### src/rtl/fd_pipe_reg_pkg.sv
// Shared constants and the F/D bundle type for the fetch/decode register.
// Exception codes follow the CP0 Cause.ExcCode encoding.
package fd_pipe_reg_pkg;

   localparam logic [4:0] EXC_NONE = 5'd0;
   localparam logic [4:0] EXC_ADEL = 5'd4;
   localparam logic [4:0] EXC_ADES = 5'd5;
   localparam logic [4:0] EXC_RI   = 5'd10;
   localparam logic [4:0] EXC_OV   = 5'd12;

   localparam logic [31:0] PC_RESET = 32'h0000_3000;
   localparam logic [31:0] IM_BASE  = 32'h0000_3000;
   localparam logic [31:0] IM_LIMIT = 32'h0000_6FFC;
   localparam logic [31:0] NOP      = 32'h0000_0000;

   typedef struct packed {
      logic [31:0] pc;
      logic [31:0] instr;
      logic [4:0]  exc;
      logic        bd;
      logic        valid;
   } fd_t;

endpackage

### src/rtl/fd_pipe_reg_fetch_exc_chk.sv
// Combinational fetch-address check: flags AdEL on a misaligned PC
// or one outside the instruction memory window.
module fetch_exc_chk
   import fd_pipe_reg_pkg::*;
#(
   parameter logic [31:0] BASE  = IM_BASE,
   parameter logic [31:0] LIMIT = IM_LIMIT,
   parameter logic [4:0]  CODE  = EXC_ADEL
) (
   input  logic [31:0] pc,
   output logic        adel,
   output logic [4:0]  exc_code
);

   always_comb begin
      adel     = (pc[1:0] != 2'b00) || (pc < BASE) || (pc > LIMIT);
      exc_code = adel ? CODE : EXC_NONE;
   end

endmodule

### src/rtl/fd_pipe_reg.sv
// F/D pipeline register with AdEL detection, delay-slot tagging,
// stall/flush bubbles and saturating debug counters.
module fd_pipe_reg
   import fd_pipe_reg_pkg::*;
#(
   parameter logic [31:0] RST_PC  = PC_RESET,
   parameter logic [31:0] BASE    = IM_BASE,
   parameter logic [31:0] LIMIT   = IM_LIMIT,
   parameter logic [4:0]  ADEL_CD = EXC_ADEL,
   parameter int          CNT_W   = 32
) (
   input  logic              clk,
   input  logic              reset,
   input  logic [31:0]       F_PC,
   input  logic [31:0]       F_Instr,
   input  logic              F_BD,
   input  logic              en,
   input  logic              flush,
   input  logic [31:0]       flush_pc,
   output logic [31:0]       D_PC,
   output logic [31:0]       D_Instr,
   output logic [4:0]        D_ExcCode,
   output logic              D_BD,
   output logic              D_valid,
   output logic [CNT_W-1:0]  cnt_instr,
   output logic [CNT_W-1:0]  cnt_bubble
);

   localparam logic [CNT_W-1:0] ONE = {{(CNT_W-1){1'b0}}, 1'b1};

   fd_t        d_q;
   logic       adel;
   logic [4:0] f_exc;

   fetch_exc_chk #(
      .BASE  (BASE),
      .LIMIT (LIMIT),
      .CODE  (ADEL_CD)
   ) u_exc (
      .pc       (F_PC),
      .adel     (adel),
      .exc_code (f_exc)
   );

   always_ff @(posedge clk) begin
      if (reset) begin
         d_q        <= '{pc: RST_PC, instr: NOP, exc: EXC_NONE,
                         bd: 1'b0, valid: 1'b0};
         cnt_instr  <= '0;
         cnt_bubble <= '0;
      end else if (flush) begin
         // flush_pc is a CP0 handler/EPC target; it is not address-checked
         d_q <= '{pc: flush_pc, instr: NOP, exc: EXC_NONE,
                  bd: 1'b0, valid: 1'b0};
         if (cnt_bubble != '1)
            cnt_bubble <= cnt_bubble + ONE;
      end else if (!en) begin
         if (cnt_bubble != '1)
            cnt_bubble <= cnt_bubble + ONE;
      end else begin
         // faulting PC is kept so CP0 can record it as EPC
         d_q <= '{pc: F_PC, instr: adel ? NOP : F_Instr, exc: f_exc,
                  bd: F_BD, valid: 1'b1};
         if (cnt_instr != '1)
            cnt_instr <= cnt_instr + ONE;
      end
   end

   assign D_PC      = d_q.pc;
   assign D_Instr   = d_q.instr;
   assign D_ExcCode = d_q.exc;
   assign D_BD      = d_q.bd;
   assign D_valid   = d_q.valid;

endmodule

### config.mk
export PLATFORM = sky130hd
export DESIGN_NAME = fd_pipe_reg
export DESIGN_NICKNAME = d
export VERILOG_FILES = /design/src/rtl/fd_pipe_reg_pkg.sv /design/src/rtl/fd_pipe_reg_fetch_exc_chk.sv /design/src/rtl/fd_pipe_reg.sv
export SDC_FILE = /design/constraint.sdc
export NUM_CORES = 1
export LEC_CHECK = 0
export ABC_AREA = 1
export CAP_MARGIN = 20
export CORE_MARGIN = 4
export CORE_UTILIZATION = 25
export DETAILED_ROUTE_END_ITERATION = 16
export SLEW_MARGIN = 20
export SYNTH_ARGS = -nofsm -noshare
export SYNTH_HDL_FRONTEND = slang
export SYNTH_SLANG_ARGS = --single-unit
### constraint.sdc
create_clock -name clk -period 2.53 [get_ports clk]
set_input_delay 0.759 -clock clk [delete_from_list [all_inputs] [get_ports clk]]
set_output_delay 0.759 -clock clk [all_outputs]
set_load 0.005 [all_outputs]
* Word level (Yosys, flattened, before mapping)
Index checks and enable logic that the tools add are counted.
Operators by class: $add $sub $neg 2, $lt $le $gt $ge 2, eq/ne operators 3, multiplexer cells 7, bitwise logic cells 1, reductions and logical operators 6
Operator list (count):
- $mux 71 | 2
- $mux 32 | 4
- $add 32x1->32 const B | 2
- $ne 32x32->1 const B | 2
- $gt 32x15->1 const B | 1
- $lt 32x14->1 const B | 1
- $reduce_bool 2->1 | 2
- $mux 3 | 1
- $reduce_and 3->1 | 1
- $logic_or 1x1->1 | 2
- $ne 2x1->1 const B | 1
- $reduce_or 2->1 | 1
- $not 1->1 | 1
Storage, ports and cells: flip-flop bits (word level) 135, logic and storage cells 28

* Longest topological paths before layout
Gate-level depths: netlist of the first run.
word-level depth 6, depth in mapped cells 11

* By module
A second synthesis of the first run with hierarchy kept.
Second synthesis, totals: cells, all modules 1043, area, all modules 6707.7 um^2
Modules (own cells, without submodules):
- fd_pipe_reg | times used 1, cells an instance 1014, area an instance 6575.1 um^2
- fetch_exc_chk | times used 1, cells an instance 29, area an instance 132.6 um^2

* Least setup slack after synthesis of the first run
No wires, ideal clock.
path kind in2reg, start input port flush, end register d_q (netlist bit D_PC[11]), setup time 110 ps, data arrival time 1723 ps, slack 697 ps, stages 9, buffers on the path 2, cells stage by stage buf_2 > inv_1 > nand2_2 > inv_2 > clkbuf_1 > a22oi_1 > nand2_1 > nand2_1 > inv_1
On the way: cells in the longest elaborated chain, start to end 1
Ends and longest elaborated chain:
- start, declared | RTL line fd_pipe_reg.sv:18 | input logic flush,
- $mux 71 or $reduce_bool 2->1 (tied branches)
- end signal, assigned | RTL line fd_pipe_reg.sv:47 | d_q <= '{pc: RST_PC, instr: NOP, exc: EXC_NONE,
- end signal, assigned | RTL line fd_pipe_reg.sv:53 | d_q <= '{pc: flush_pc, instr: NOP, exc: EXC_NONE,
- end signal, assigned | RTL line fd_pipe_reg.sv:62 | d_q <= '{pc: F_PC, instr: adel ? NOP : F_Instr, exc: f_exc,
- end, declared | RTL line fd_pipe_reg.sv:31 | fd_t d_q;
Parallel ways exist; a longest one is shown, timed or not. A chain may end at the register's enable or synchronous reset.

* Worst setup path after layout of the first run
start register cnt_instr[17], end output port cnt_instr[17]
RTL lines:
- start, declared | RTL line fd_pipe_reg.sv:25 | output logic [CNT_W-1:0] cnt_instr,
- start signal, assigned | RTL line fd_pipe_reg.sv:65 | cnt_instr <= cnt_instr + ONE;
No word-level cell between the ends.

==> results of run 1 <==
[worst paths after layout]
kind | cells after the start | to | from | slack, ns
max | 1 | cnt_instr[17] | cnt_instr[17] | 0.30
min | 2 | D_Instr[6] | D_Instr[6] | 0.46
max reg2reg | 11 | cnt_instr[10] | cnt_instr[1] | 0.48
min reg2reg | 2 | D_Instr[6] | D_Instr[6] | 0.46
[layer usage]
metal	track usage [%]	vias to the layer above	routed length (um)
li1	-	3878	-
met1	19.39	3252	10600
met2	24.81	198	11020
met3	3.375	28	1273
met4	4.615	2	423
met5	0	-	12
[registers in the layout (all words and copies together) (netlist names)]
name        flops
D_BD            1
D_ExcCode       1
cnt_bubble     32
D_PC           32
D_Instr        32
cnt_instr      32
D_valid         1
[cells in the mapped netlist, types with 6 or more instances]
master,number,area share [%]
a21oi_1,66,4.7
a21oi_2,20,2.5
a22oi_1,8,0.86
buf_6,6,0.97
clkbuf_1,25,1.3
dfxtp_1,131,38
inv_1,93,5.0
nand2_1,468,25
nand2_2,14,1.3
nand3_1,56,4.0
nand4_1,6,0.54
nor2_1,131,7.0
o211ai_1,8,0.86
o21ai_0,10,0.72
xnor2_1,11,1.4
xor2_1,17,2.1
[area by class of cell]
cell class | count | area [um2]
repair buffers | 252 | 2565
multi-input cells | 837 | 3771
flip-flops and latches | 131 | 2623
well taps | 372 | 465.4
clock buffers | 17 | 425.4
inverters | 97 | 366.6
clock inverters | 15 | 168.9
fillers | 2856 | 16870
[worst register-to-register path: stages (launching register included)]
cell     delay (ns)
dfxtp_1        0.41
ha_1           0.29
inv_1          0.10
nor2_4         0.17
nand2_2        0.10
nor2_2         0.19
nand2_1        0.12
nand2_2        0.11
inv_2          0.11
buf_4          0.18
nand2_1        0.06
a21oi_1        0.06
[through the flow]
stage | area [um2] | hold slack [ns] | setup WS [ns]
after global routing | 10390 | 0.4719 | 0.2299
after detailed placement | 9791 | 0.4513 | 0.01105
after CTS | 10390 | 0.4617 | 0.2472
after global placement | 9791 | 0.4475 | 0.03923
final | 10390 | 0.4581 | 0.2964
after floorplan | 7004 | 0.4557 | 0.6967
[cell families after synthesis]
kind of cell | Yosys count | share of synthesized area, %
AOI/OAI and AO/OA | 113 | 9.769
xor gates and xnor gates | 28 | 3.507
other | 1 | 0.05363
and+or+nand+nor | 690 | 40.04
adders and majority gates | 2 | 0.3578
DFF | 131 | 37.50
buffers and inverters | 141 | 8.767
[power groups by stage]
stage | logic, mW | clock network [mW] | registers (mW)
after global routing | 0.623 | 2.70 | 2.16
after floorplan | 0.220 | 0 | 2.19
after detailed placement | 0.572 | 0 | 2.19
after global placement | 0.570 | 0 | 2.19
final | 0.564 | 2.52 | 2.15
after CTS | 0.575 | 2.60 | 2.15
[layout by cell type (no fill, tap or decap), types with 2 or more instances in the layout]
cell type	count
nand2_1	468
clkdlybuf4s50_1	230
dfxtp_1	131
nor2_1	130
inv_1	93
a21oi_1	66
nand3_1	56
a21oi_2	20
xor2_1	17
clkbuf_16	17
nand2_2	14
buf_4	13
xnor2_1	11
o21ai_0	10
o211ai_1	8
a22oi_1	8
buf_12	8
nand4_1	6
inv_6	5
nor2_2	4
conb_1	4
nor2_4	3
clkinv_2	3
inv_8	3
nor3_1	2
inv_2	2
nand2_4	2
nand3b_1	2
ha_1	2
bufinv_16	2
==> flow_metrics.env, run 1 <==
export IMPL_status="finished clean"
export IMPL_synth_edff_count=0
export IMPL_dieWidth_um=175.2
export IMPL_clk_latency_ns=0.42
export IMPL_vias=7358
export IMPL_p_int_mw=3.911
export IMPL_num_rows=60
export IMPL_grt_start_max_net_pins=55
export IMPL_rsz0062_at_grt="no"
export IMPL_min_period_ns=2.234
export IMPL_die_h_um=175.2
export IMPL_clk_pin_slew_ns=0.06
export IMPL_grt_pass1_wl_um=37400
export IMPL_crit_path_cell_trace="clkdlybuf4s50_1"
export IMPL_power_density_nw_per_um2=504.2
export IMPL_initial_core_util_pct=25.66
export IMPL_grt_total_usage_pct=14.96
export IMPL_clockPowerShare_pct=48.2
export IMPL_first_pass_iters=5
export IMPL_post_cts_buffers=0
export IMPL_required_ns=1.77
export IMPL_async_reset_ff_share_pct=0
export IMPL_period_share_pct=88.28
export IMPL_synthCells=1106
export IMPL_hold_violations=0
export IMPL_slew_headroom_pct=46.42
export IMPL_arrival_ns=1.47
export IMPL_ant_nets=0
export IMPL_drive_gt1_share_pct=7.561
export IMPL_worst_slew_pin_slew_ns=0.8028
export IMPL_clock_path_buffers=2
export IMPL_core_area_um2=27250
export IMPL_syn_area_um2=6993
export IMPL_wl_um=23330
export IMPL_maxCapViolations=0
export IMPL_die_area_um2=30710
export IMPL_cts_resized=0
export IMPL_cts_root_buf="clkbuf_16"
export IMPL_max_freq_mhz=447.7
export IMPL_via_per_inst=4.275
export IMPL_io_buffers=231
export IMPL_path_max_fanout=6
export IMPL_setup_viol=0
export IMPL_cts_hold_buf=0
export IMPL_numCtsBuffers=17
export IMPL_yosys_cell_types_count=34
export IMPL_nets=1439
export IMPL_final_util_pct=38.11
export IMPL_drc=0
export IMPL_yosysSeqAreaShare_pct=37.50
export IMPL_ys_ff_latch=131
export IMPL_num_antenna_cells=0
export IMPL_power_share_sequential_pct=41.0
export IMPL_tns_ns=0
export IMPL_synth_flop_cell="dfxtp_1"
export IMPL_cp_num_buf_inv=1
export IMPL_cts_sinks=131
export IMPL_fin_cells=1721
export IMPL_finClkSkew_ns=0.01045
export IMPL_drtIter0Drc=462
export IMPL_place_inst=1689
export IMPL_switching_share_pct=25.31
export IMPL_share_comb_of_total_power_pct=10.8
export IMPL_ys_warn_count=0
export IMPL_htreeDepth=4
export IMPL_cellLeakagePower_nw=3.957
export IMPL_grt_pass1_vias=6976
export IMPL_cp_top_family="buffers and inverters"
export IMPL_slowest_delay_ns=0.57
export IMPL_ioPinCount=236
export IMPL_syn_avg_cell_area_um2=6.323
export IMPL_start_kind="flop"
export IMPL_ir_worst_vdd_mv=0.3642
export IMPL_cts_tree="done"
export IMPL_min_path_type="reg -> reg"
export IMPL_switching_power_mw=1.325
export IMPL_antenna_found_initial=1
export IMPL_gp_congestion=0.9427
export IMPL_power_total_mw=5.236
export IMPL_slew_violations=0
export IMPL_avgRoutedWirePerCell_um=13.55
export IMPL_dp_hpwl_um=17760
export IMPL_crit_type="reg -> out"
export IMPL_syn_to_final_growth_pct=48.51
export IMPL_grt_overflow_total=0
export IMPL_crit_slowest_cell="clkdlybuf4s50_1"
export IMPL_endpoint_kind="output pin"
Power figures use the tool's default switching activity.
==> inputs of run 2 (changes only) <==
CELL_PAD_IN_SITES_DETAIL_PLACEMENT = 0   (was default)
CELL_PAD_IN_SITES_GLOBAL_PLACEMENT = 2   (was default)
PLACE_DENSITY_LB_ADDON = 0.1   (was default)
==> flow_metrics.env, run 2 (synthesis results as in run 1) <==
export IMPL_status="finished clean"
export IMPL_dp_hpwl_um=19410
export IMPL_grt_start_max_net_pins=38
export IMPL_antenna_found_initial=1
export IMPL_fin_cells=1726
export IMPL_cp_num_buf_inv=1
export IMPL_gp_congestion=0.7896
export IMPL_startpoint="cnt_bubble[14]"
export IMPL_cts_resized=0
export IMPL_num_rows=60
export IMPL_worst_r2r_path_depth=10
export IMPL_grt_pass1_vias=7160
export IMPL_crit_path_cell_trace="clkdlybuf4s50_1"
export IMPL_endpoint_kind="output pin"
export IMPL_setup_viol=0
export IMPL_arrival_ns=1.49
export IMPL_tns_ns=0
export IMPL_power_density_nw_per_um2=499.6
export IMPL_htreeDepth=4
export IMPL_wl_um=25830
export IMPL_layout_commonest_cell="nand2_1"
export IMPL_share_comb_of_total_power_pct=10.8
export IMPL_numCtsBuffers=17
export IMPL_clk_pin_slew_ns=0.07
export IMPL_drc=0
export IMPL_slowest_delay_ns=0.57
export IMPL_vias=7345
export IMPL_cts_sinks=131
export IMPL_drtIter0Drc=325
export IMPL_r2r_start="cnt_bubble[0]"
export IMPL_dpl_worst_slack_ns=0.06625
export IMPL_start_kind="flop"
export IMPL_ir_worst_vdd_mv=0.3011
export IMPL_avgRoutedWirePerCell_um=14.96
export IMPL_cellLeakagePower_nw=3.924
export IMPL_core_area_um2=27250
export IMPL_path_max_fanout=7
export IMPL_clk_latency_ns=0.43
export IMPL_via_per_inst=4.256
export IMPL_worst_slew_pin_slew_ns=0.5852
export IMPL_max_freq_mhz=443.7
export IMPL_mostFrequentLayoutCells="nand2_1, clkdlybuf4s50_1, dfxtp_1"
export IMPL_post_cts_buffers=0
export IMPL_period_share_pct=89.09
export IMPL_min_path_type="reg -> reg"
export IMPL_cts_root_buf="clkbuf_16"
export IMPL_first_pass_iters=4
export IMPL_maxCapViolations=0
export IMPL_switching_power_mw=1.433
export IMPL_setup_slack_ns=0.2761
export IMPL_initial_core_util_pct=25.66
export IMPL_crit_slowest_cell="clkdlybuf4s50_1"
export IMPL_dieWidth_um=175.2
export IMPL_slew_headroom_pct=60.99
export IMPL_io_buffers=231
export IMPL_hold_violations=0
export IMPL_clockPowerShare_pct=47.5
export IMPL_switching_share_pct=27.83
export IMPL_crit_end="cnt_bubble[14]"
export IMPL_required_ns=1.77
export IMPL_ioPinCount=236
export IMPL_slew_violations=0
export IMPL_ff2ff_setup_slack_ns=0.42
export IMPL_cp_top_family="buffers and inverters"
export IMPL_grt_overflow_total=0
export IMPL_rr_endpoint="cnt_bubble[10]"
export IMPL_ant_nets=0
export IMPL_die_h_um=175.2
export IMPL_syn_to_final_growth_pct=47.40
export IMPL_power_share_sequential_pct=41.7
export IMPL_die_area_um2=30710
export IMPL_rsz0062_at_grt="no"
export IMPL_grt_total_usage_pct=16.67
export IMPL_cts_tree="done"
export IMPL_min_period_ns=2.254
export IMPL_place_inst=1693
export IMPL_final_util_pct=37.82
export IMPL_cp_num_cells=1
export IMPL_crit_type="reg -> out"
export IMPL_clock_path_buffers=2
export IMPL_cts_hold_buf=0
export IMPL_drive_gt1_share_pct=7.834
export IMPL_nets=1443
export IMPL_grt_pass1_wl_um=40790
export IMPL_finClkSkew_ns=0.01664
export IMPL_p_int_mw=3.716
run 2: cell types whose count changed in the layout (fill, tap and decap cells not counted), moves of 2 or more:
cell / before / now
buf_4: 13 / 23
buf_12: 8 / 2
bufinv_16: 2 / 0
clkinv_2: 3 / 1
clkinvlp_4: 1 / 3
inv_6: 5 / 7
run 2: worst min-delay path by stage:
stage,start,to,slack (ns),cells past startpoint
CTS,D_Instr[12],D_Instr[12],0.47,2
finish,D_Instr[29],D_Instr[29],0.46,2
global placement,D_Instr[18],D_Instr[18],0.45,2
detailed placement,D_Instr[12],D_Instr[12],0.45,2
floorplan,D_BD,D_BD,0.46,2
global route,D_Instr[10],D_Instr[10],0.48,2
run 2: power by group through the flow:
stage / Combinational (mW) / Sequential, mW / Clock [mW]
5_1_grt: 0.617 / 2.15 / 2.61
6_report: 0.557 / 2.15 / 2.45
3_3_place_gp: 0.572 / 2.19 / 0
4_1_cts: 0.572 / 2.15 / 2.53
3_5_place_dp: 0.569 / 2.19 / 0
2_1_floorplan: 0.220 / 2.19 / 0
run 2: per-layer routing:
metal / track usage (%) / part of all wire, % / up-vias
met5: 0 / 0 / -
met4: 4.550 / 1.3 / 0
met2: 28.17 / 49 / 171
met1: 21.67 / 46 / 3264
li1: - / - / 3893
met3: 3.332 / 4.5 / 17
run 2: per-stage QoR:
stage / power, mW / cell area (um2) / hold slack (ns)
floorplan: 2.415 / 7004 / 0.4557
global placement: 2.764 / 9746 / 0.4478
finish: 5.149 / 10310 / 0.4626
CTS: 5.253 / 10300 / 0.4654
detailed placement: 2.762 / 9746 / 0.4547
global route: 5.379 / 10310 / 0.4830
run 2: layout make-up:
type | instances | area, um2
Fill cell | 2978 | 16940
Multi-Input combinational cell | 837 | 3771
Sequential cell | 131 | 2623
Timing Repair Buffer | 256 | 2520
Tap cell | 372 | 465.4
Clock buffer | 17 | 425.4
Inverter | 97 | 366.6
Clock inverter | 15 | 133.9
Antenna cell | 1 | 2.502
